File: src/rtl/audio_pkg.sv
// Shared types and widths for the PDM audio recorder: record FSM states,
// BRAM address/sample widths and the ones-count to sample conversion.
package audio_pkg;

    localparam int AUDIO_ADDR_W   = 18;
    localparam int AUDIO_SAMPLE_W = 8;
    localparam int AUDIO_CNT_W    = 7;

    typedef enum logic [1:0] {
        IDLE   = 2'd0,
        RECORD = 2'd1,
        DONE   = 2'd2
    } rec_state_e;

    // A full window of ones (125) maps to 250, so the sample spans 0..250.
    function automatic logic [AUDIO_SAMPLE_W-1:0] ones_to_sample(input logic [AUDIO_CNT_W-1:0] ones);
        return {ones, 1'b0};
    endfunction

endpackage

File: src/rtl/pdm_decimator.sv
// Microphone clock divider, mic_data synchronizer and ones-counting decimator.
// Runs continuously regardless of recorder state.
module pdm_decimator
    import audio_pkg::*;
#(
    parameter int CLK_DIV = 50,
    parameter int DECIM   = 125
) (
    input  logic                      clk,
    input  logic                      rst,
    input  logic                      mic_data,
    output logic                      mic_clk,
    output logic [AUDIO_SAMPLE_W-1:0] sample_out,
    output logic                      sample_tick
);

    localparam int DIV_W = (CLK_DIV > 1) ? $clog2(CLK_DIV) : 1;
    localparam int BIT_W = (DECIM > 1) ? $clog2(DECIM) : 1;

    logic [DIV_W-1:0]          div_cnt_r;
    logic [DIV_W-1:0]          div_next_s;
    logic                      mic_clk_r;
    logic                      sync1_r;
    logic                      sync2_r;
    logic                      sample_en_s;
    logic                      last_bit_s;
    logic [BIT_W-1:0]          bit_cnt_r;
    logic [AUDIO_CNT_W-1:0]    ones_cnt_r;
    logic [AUDIO_CNT_W-1:0]    ones_total_s;
    logic [AUDIO_SAMPLE_W-1:0] sample_out_r;
    logic                      sample_tick_r;

    // Next divider value, bit-sample strobe and running ones total.
    always_comb begin
        div_next_s   = {DIV_W{1'b0}};
        sample_en_s  = 1'b0;
        if (div_cnt_r == DIV_W'(CLK_DIV - 1)) begin
            div_next_s  = {DIV_W{1'b0}};
            sample_en_s = 1'b1;
        end else begin
            div_next_s  = div_cnt_r + DIV_W'(1);
            sample_en_s = 1'b0;
        end
        last_bit_s   = (bit_cnt_r == BIT_W'(DECIM - 1));
        ones_total_s = ones_cnt_r + {{(AUDIO_CNT_W-1){1'b0}}, sync2_r};
    end

    // Free-running divider; mic_clk decoded from the next count so it is high for counts 0..CLK_DIV/2-1.
    always_ff @(posedge clk or posedge rst) begin
        if (rst) begin
            div_cnt_r <= {DIV_W{1'b0}};
            mic_clk_r <= 1'b0;
        end else begin
            div_cnt_r <= div_next_s;
            mic_clk_r <= (div_next_s < DIV_W'(CLK_DIV / 2));
        end
    end

    // Two-flop synchronizer for the asynchronous PDM bit.
    always_ff @(posedge clk or posedge rst) begin
        if (rst) begin
            sync1_r <= 1'b0;
            sync2_r <= 1'b0;
        end else begin
            sync1_r <= mic_data;
            sync2_r <= sync1_r;
        end
    end

    // Ones counter; the final bit of a window is folded straight into the sample so no bit is lost.
    always_ff @(posedge clk or posedge rst) begin
        if (rst) begin
            bit_cnt_r     <= {BIT_W{1'b0}};
            ones_cnt_r    <= {AUDIO_CNT_W{1'b0}};
            sample_out_r  <= {AUDIO_SAMPLE_W{1'b0}};
            sample_tick_r <= 1'b0;
        end else begin
            sample_tick_r <= 1'b0;
            if (sample_en_s) begin
                if (last_bit_s) begin
                    sample_out_r  <= ones_to_sample(ones_total_s);
                    sample_tick_r <= 1'b1;
                    ones_cnt_r    <= {AUDIO_CNT_W{1'b0}};
                    bit_cnt_r     <= {BIT_W{1'b0}};
                end else begin
                    ones_cnt_r    <= ones_total_s;
                    bit_cnt_r     <= bit_cnt_r + BIT_W'(1);
                end
            end else begin
                ones_cnt_r <= ones_cnt_r;
                bit_cnt_r  <= bit_cnt_r;
            end
        end
    end

    assign mic_clk     = mic_clk_r;
    assign sample_out  = sample_out_r;
    assign sample_tick = sample_tick_r;

endmodule

File: src/rtl/pdm_audio_recorder.sv
// PDM microphone recorder: decimates to 8-bit samples and streams them into
// BRAM between rec_start and rec_stop (or until DEPTH samples are stored).
module pdm_audio_recorder
    import audio_pkg::*;
#(
    parameter int CLK_DIV = 50,
    parameter int DECIM   = 125,
    parameter int DEPTH   = 200000
) (
    input  logic                      CLK,
    input  logic                      RESET,
    input  logic                      rec_start,
    input  logic                      rec_stop,
    input  logic                      mic_data,
    output logic                      mic_clk,
    output logic [AUDIO_SAMPLE_W-1:0] sample_out,
    output logic                      sample_tick,
    output logic                      bram_we,
    output logic [AUDIO_ADDR_W-1:0]   bram_addr,
    output logic [AUDIO_SAMPLE_W-1:0] bram_data_in,
    output logic                      recording,
    output logic                      rec_done,
    output logic [AUDIO_ADDR_W-1:0]   rec_length
);

    logic [AUDIO_SAMPLE_W-1:0] sample_s;
    logic                      tick_s;

    rec_state_e                state_r;
    rec_state_e                state_s;
    logic [AUDIO_ADDR_W-1:0]   wr_cnt_r;
    logic [AUDIO_ADDR_W-1:0]   wr_cnt_s;
    logic                      bram_we_r;
    logic                      we_s;
    logic [AUDIO_ADDR_W-1:0]   bram_addr_r;
    logic [AUDIO_ADDR_W-1:0]   addr_s;
    logic [AUDIO_SAMPLE_W-1:0] bram_data_r;
    logic [AUDIO_SAMPLE_W-1:0] data_s;
    logic [AUDIO_ADDR_W-1:0]   rec_length_r;
    logic [AUDIO_ADDR_W-1:0]   len_s;
    logic                      recording_r;
    logic                      rec_done_r;
    logic                      last_write_s;

    pdm_decimator #(
        .CLK_DIV (CLK_DIV),
        .DECIM   (DECIM)
    ) u_decim (
        .clk         (CLK),
        .rst         (RESET),
        .mic_data    (mic_data),
        .mic_clk     (mic_clk),
        .sample_out  (sample_s),
        .sample_tick (tick_s)
    );

    // Record FSM next state; a stop on a tick cycle still commits that tick's sample.
    always_comb begin
        state_s      = state_r;
        wr_cnt_s     = wr_cnt_r;
        we_s         = 1'b0;
        addr_s       = bram_addr_r;
        data_s       = bram_data_r;
        len_s        = rec_length_r;
        last_write_s = tick_s && (wr_cnt_r == AUDIO_ADDR_W'(DEPTH - 1));
        case (state_r)
            IDLE, DONE: begin
                if (rec_start) begin
                    state_s  = RECORD;
                    wr_cnt_s = {AUDIO_ADDR_W{1'b0}};
                    addr_s   = {AUDIO_ADDR_W{1'b0}};
                end else begin
                    state_s  = state_r;
                end
            end
            RECORD: begin
                if (tick_s) begin
                    we_s     = 1'b1;
                    addr_s   = wr_cnt_r;
                    data_s   = sample_s;
                    wr_cnt_s = wr_cnt_r + AUDIO_ADDR_W'(1);
                end else begin
                    we_s     = 1'b0;
                end
                if (last_write_s || rec_stop) begin
                    state_s = DONE;
                    len_s   = wr_cnt_s;
                end else begin
                    state_s = RECORD;
                end
            end
            default: begin
                state_s = IDLE;
            end
        endcase
    end

    // Registered FSM state and all BRAM/status outputs.
    always_ff @(posedge CLK or posedge RESET) begin
        if (RESET) begin
            state_r      <= IDLE;
            wr_cnt_r     <= {AUDIO_ADDR_W{1'b0}};
            bram_we_r    <= 1'b0;
            bram_addr_r  <= {AUDIO_ADDR_W{1'b0}};
            bram_data_r  <= {AUDIO_SAMPLE_W{1'b0}};
            rec_length_r <= {AUDIO_ADDR_W{1'b0}};
            recording_r  <= 1'b0;
            rec_done_r   <= 1'b0;
        end else begin
            state_r      <= state_s;
            wr_cnt_r     <= wr_cnt_s;
            bram_we_r    <= we_s;
            bram_addr_r  <= addr_s;
            bram_data_r  <= data_s;
            rec_length_r <= len_s;
            recording_r  <= (state_s == RECORD);
            rec_done_r   <= (state_s == DONE);
        end
    end

    assign sample_out   = sample_s;
    assign sample_tick  = tick_s;
    assign bram_we      = bram_we_r;
    assign bram_addr    = bram_addr_r;
    assign bram_data_in = bram_data_r;
    assign recording    = recording_r;
    assign rec_done     = rec_done_r;
    assign rec_length   = rec_length_r;

endmodule

File: config.mk
export PLATFORM = sky130hd
export DESIGN_NAME = pdm_audio_recorder
export DESIGN_NICKNAME = d
export VERILOG_FILES = /design/src/rtl/audio_pkg.sv /design/src/rtl/pdm_decimator.sv /design/src/rtl/pdm_audio_recorder.sv
export SDC_FILE = /design/constraint.sdc
export NUM_CORES = 1
export LEC_CHECK = 0
export ABC_AREA = 1
export CORE_MARGIN = 1
export CORE_UTILIZATION = 55
export CTS_BUF_LIST = sky130_fd_sc_hd__clkbuf_8
export CTS_CLUSTER_DIAMETER = 100
export DETAILED_ROUTE_END_ITERATION = 8
export PLACE_DENSITY = 0.87
export SYNTH_ARGS = -nofsm -noshare
export SYNTH_HDL_FRONTEND = slang
export SYNTH_HIERARCHICAL = 1
export SYNTH_SLANG_ARGS = --single-unit
File: constraint.sdc
create_clock -name CLK -period 2.4 [get_ports CLK]
set_clock_uncertainty 0.05 [all_clocks]
set_input_delay 0.48 -clock CLK [delete_from_list [all_inputs] [get_ports CLK]]
set_output_delay 0.48 -clock CLK [all_outputs]
set_load 0.005 [all_outputs]
After elaboration in Yosys (flattened, before gate mapping)

Cells that the tools add are included.

Add/subtract/negate cells: 4
Multiply operators: 0
Divide/modulo/power cells: 0
Order comparisons: 1
Eq/ne operators: 9
Shift-type cells: 0
Muxes and demuxes: 16
Bitwise logic cells: 0
Reduce and logical (&&, ||, !) cells: 10

Operators by type and width:

| operator                                               | count |
|---|---|
| one-hot mux 18 bit (2 select lines)                    | 2 |
| two-way mux 18 bit                                     | 3 |
| adder 18 x 1 -> 18 bit (second input constant)         | 1 |
| == test 18 bit (second input constant)                 | 1 |
| two-way mux 7 bit                                      | 2 |
| AND reduction 2 bit                                    | 4 |
| adder 7 x 1 -> 7 bit                                   | 1 |
| adder 7 x 1 -> 7 bit (second input constant)           | 1 |
| == test 7 bit (second input constant)                  | 1 |
| adder 6 x 1 -> 6 bit (second input constant)           | 1 |
| == test 6 bit (second input constant)                  | 1 |
| < comparator 6 x 5 -> 1 bit (second input constant)    | 1 |
| two-way mux 6 bit                                      | 1 |
| two-way mux 1 bit                                      | 5 |
| == test 2 x 1 -> 1 bit (second input constant)         | 2 |
| == test 2 bit (second input constant)                  | 2 |
| two-way mux 2 bit                                      | 2 |
| one-hot mux 2 bit (2 select lines)                     | 1 |
| AND reduction 3 bit                                    | 1 |
| zero test 2 bit                                        | 1 |
| inequality test 2 x 1 -> 1 bit (second input constant) | 1 |
| inequality test 2 bit (second input constant)          | 1 |
| nonzero test 2 bit                                     | 1 |
| OR reduction 2 bit                                     | 1 |
| 2 further kinds                                        | 2 |

Flip-flop bits (word level): 97
Latch bits: 0
Memory bits (writable): 0
ROM bits: 0
Output and inout bits: 57
Logic and storage cells: 56
Memories kept: 0

Depth between registers and ports, before layout

Depth after elaboration: 6
Gate-level depth with buffers: 10
Depth with buffers taken out: 10

Modules after synthesis

The synthesis kept the hierarchy.

Modules (own cells, without submodules):

| module             | instances | cells each | area each (µm²) | sequential area each (µm²) |
|---|---|---|---|---|
| pdm_audio_recorder | 1         | 347        | 3,089.2         | 1,676.6 |
| pdm_decimator      | 1         | 168        | 1,512.7         | 775.7 |

Worst setup path before layout

OpenSTA, ideal clock, no wires.

Kind: reg-to-reg
From: reg wr_cnt_r[0]
To: reg rec_length_r[1] (netlist: rec_length[1])
Data arrival time: 1.334 ns
Required time: 2.223 ns
Path slack: 0.889 ns
Stages on the path, launching flop included: 10
Buffers on the path: 1
Period minus slack after synthesis: 1.511 ns
Path through: dfrtp_1 ha_1 nand3_1 nor2_4 nand3_1 nand2_2 nand2_4 buf_6 nand2_1 o21ai_2

Word-level cells in the longest chain between the ends: 4
Elaborated cells on any way between the ends: 6
Classes of those cells: add/sub (1); eq/ne (1); mux (1); reduce/logical (3)

Ends and longest elaborated chain:

| element                                                                        | line                      | text |
|---|---|---|
| start, declared                                                                | pdm_audio_recorder.sv:31  | `logic [AUDIO_ADDR_W-1:0] wr_cnt_r;` |
| start signal, assigned                                                         | pdm_audio_recorder.sv:102 | `wr_cnt_r <= {AUDIO_ADDR_W{1'b0}};` |
| start signal, assigned                                                         | pdm_audio_recorder.sv:111 | `wr_cnt_r <= wr_cnt_s;` |
| parallel branches: the longest is 4 deep, another holds adder 18 x 1 -> 18 bit | -                         |  |
| end signal, assigned                                                           | pdm_audio_recorder.sv:106 | `rec_length_r <= {AUDIO_ADDR_W{1'b0}};` |
| end signal, assigned                                                           | pdm_audio_recorder.sv:115 | `rec_length_r <= len_s;` |
| end, declared                                                                  | pdm_audio_recorder.sv:39  | `logic [AUDIO_ADDR_W-1:0] rec_length_r;` |

Parallel ways; which one is timed is not known.
A chain may end at the register's enable or synchronous reset.

Worst setup path in the final report

From: reg u_decim.sample_tick_r (netlist: u_decim/sample_tick)
To: out sample_tick

RTL lines:

| element                | line                     | text |
|---|---|---|
| start, declared        | pdm_decimator.sv:31      | `logic sample_tick_r;` |
| start signal, assigned | pdm_decimator.sv:76      | `sample_tick_r <= 1'b0;` |
| start signal, assigned | pdm_decimator.sv:78      | `sample_tick_r <= 1'b0;` |
| start signal, assigned | pdm_decimator.sv:82      | `sample_tick_r <= 1'b1;` |
| end, declared          | pdm_audio_recorder.sv:17 | `output logic sample_tick,` |

No word-level cell between the ends.

==> key figures <==
Outcome
  – Status: completed

Detailed routing
  – Final ANT Viol Nets: 0
  – Drt drc: 0
  – Routed WL per cell: 13.8 µm
  – Vias per cell: 5.25
  – Via count: 3575
  – Initial drt markers: 215
  – First-pass DRT Iterations: 4
  – Final WL: 9410 µm

Timing
  – Final-report setup violation count: 0
  – RSZ-0062 raised after global routing: false
  – Setup_tns: 0 ns
  – Slew Limit Fails: 0
  – Final Worst Setup Slack: 0.369 ns
  – WHS: 0.313 ns
  – Crit share post-route: 0.846
  – F_max: 492 MHz
  – Post-layout min period: 2.03 ns
  – Final hold viol count: 0

CTS
  – # resized after CTS: 0
  – Worst-path clk slew: 0.09 ns
  – CTS tree: yes
  – Post-CTS Setup Repair Bufs: 0
  – Htree depth: 3
  – Clock Sinks: 98
  – Clk Latency, worst-skew pair: 0.36 ns
  – CTS Buf Count: 9
  – CTS root buf: clkbuf_8
  – Clock tree buffer depth: 2
  – Post-CTS Hold Buffers: 0

Worst hold path
  – Hold Path Cell Cnt: 0
  – Hold Path Class: flip-flop to flip-flop

Synth
  – Cells after Synth: 515
  – Async S/R FF share, synth: 1.00
  – Post-synth top area cell: dfrtp_1
  – Register area share after synthesis: 0.533
  – Yosys top cell area share: 0.533
  – Synth Cell Area: 4600 µm²
  – Yosys Warn Count: 6
  – Syn Area/Cell: 8.94 µm²
  – Net Count, Synth: 527
  – Count leader, synth: nand2_1
  – Leading cell types by count after synthesis: nand2_1, dfrtp_1, nand3_1
  – Top post-synthesis cells by area: dfrtp_1, nand2_1, nand3_1
  – Register bit total from synthesis: 98
  – Number of flops mapped to enable cells by yosys: 0
  – Post-synthesis cell type count: 35
  – Top_reg_cell synth: dfrtp_1

Power and ir drop
  – Maximum vdd ir drop: 0.000302 V
  – Leakage power: 2.67 nW
  – Power per cell area: 528 nW/µm²

Floorplan
  – Row count: 32
  – Core area: 7930 µm²
  – Die Width: 93.5 µm
  – Starting density of the core: 0.580
  – IO Pins: 62
  – Full die area: 8740 µm²
  – DIE HEIGHT: 93.5 µm

Layout
  – Share of cells above drive strength 1: 0.107
  – Final nets: 587
  – Area Overhead vs Synth: 18.1%
  – Antenna diode instance count: 0

Global routing
  – Vias in the first global route: 3576
  – Initial antenna violation count: 0
  – Tot GR Track Use: 0.244
  – Total overflow reported by the global router: 0
  – Largest net degree at the start of global routing: 68
  – First-pass GRT wire length: 16400 µm

Setup path
  – Crit path buf inv count: 1
  – Crit Path Max Fanout: 9
  – Slowest-stage cell, CP: clkdlybuf4s50_1
  – FF-to-FF Start: wr_cnt_r[0]
  – Startpoint types: flip-flop
  – Stages on worst setup path: 1
  – Worst EP required: 1.87 ns
  – End of the critical path: sample_tick
  – RR Endpoint: rec_length[11]
  – Critical-path cell list: clkdlybuf4s50_1
  – Worst Setup Path Type: flip-flop to output pin
  – CP delay by family, top: buffers and inverters
  – Setup crit end kind: output pin
  – CP peak stage delay: 0.60 ns
  – Setup crit start: u_decim/sample_tick
  – Critical path arrival: 1.50 ns
  – Register-to-Register Path Depth: 9
  – Reg2Reg Setup Slack: 0.50 ns

Place
  – DP Worst Slack: 0.392 ns
  – DP HPWL: 6910 µm
  – GP Congestion: 0.910
  – I/O Buffers: 60

Flow run
  – Max capacitance violation total: 0
[sequential cells by signal (all words and copies together) (netlist names)]
name / count
u_decim/sync2_r: 1
recording: 1
state_r: 2
wr_cnt_r: 18
u_decim/sync1_r: 1
u_decim/sample_out: 7
u_decim/div_cnt_r: 6
u_decim/sample_tick: 1
bram_data_in: 8
rec_length: 18
u_decim/mic_clk: 1
bram_addr: 18
rec_done: 1
u_decim/bit_cnt_r: 7
bram_we: 1
u_decim/ones_cnt_r: 7
[layout by cell type, fill, tap and decap left out, types with 10 or more instances in the layout]
master / count
clkbuf_8: 10
clkdlybuf4s50_1: 60
dfrtp_1: 98
inv_1: 46
nand2_1: 160
nand3_1: 59
nor2_1: 21
o21ai_0: 20
o21ai_2: 14
xor2_1: 17
[metal layers]
layer | part of all wire | wire (µm) | track usage
met1 | 0.39 | 3710 | 0.280
met2 | 0.54 | 5060 | 0.434
met3 | 0.054 | 506 | 0.0569
met4 | 0.014 | 136 | 0.105
met5 | 0 | 0 | 0
[cell type report]
type	instances	area (µm²)
clock buffer	10	138
timing repair buffer	64	643
multi-input combinational	348	1830
inverter	54	209
fill	614	2490
tap	102	128
clock inverter	5	31.3
sequential	98	2450
[worst min path at each step]
| stage | from | slack [ns] | endpoint |
|---|---|---|---|
| 2_1_floorplan | u_decim/sync1_r | 0.28 | u_decim/sync2_r |
| 3_3_place_gp | u_decim/sync1_r | 0.29 | u_decim/sync2_r |
| 3_5_place_dp | u_decim/sync1_r | 0.29 | u_decim/sync2_r |
| 4_1_cts | u_decim/sync1_r | 0.32 | u_decim/sync2_r |
| 5_1_grt | u_decim/sync1_r | 0.33 | u_decim/sync2_r |
| 6_report | u_decim/sync1_r | 0.31 | u_decim/sync2_r |
[report_power, final]
part           internal (mW)  switching (mW)
registers               1.67          0.0104
logic                 0.0591           0.196
clock network          0.396           0.539
total                   2.12           0.746
[cells by family after synthesis]
logic type | Yosys count | share of synthesized area
flip-flops | 98 | 0.533
buffers and inverters | 69 | 0.0688
other | 1 | 0.000815
AO/OA/AOI/OAI | 50 | 0.0680
AND/OR/NAND/NOR | 271 | 0.274
XOR/XNOR | 19 | 0.0362
adder cells (fa/ha/maj) | 7 | 0.0190
[through the flow]
| stage | utilization | instances | instance area, µm² | power [mW] |
|---|---|---|---|---|
| floorplan | - | 515 | 4600 | 1.91 |
| global placement | 0.664 | 666 | 5270 | 1.96 |
| detailed placement | 0.664 | 666 | 5270 | 1.97 |
| CTS | 0.685 | 681 | 5430 | 2.90 |
| global route | 0.685 | 681 | 5430 | 3.00 |
| finish | 0.685 | 681 | 5430 | 2.87 |
Note: power is estimated with default switching activity, not from simulation.
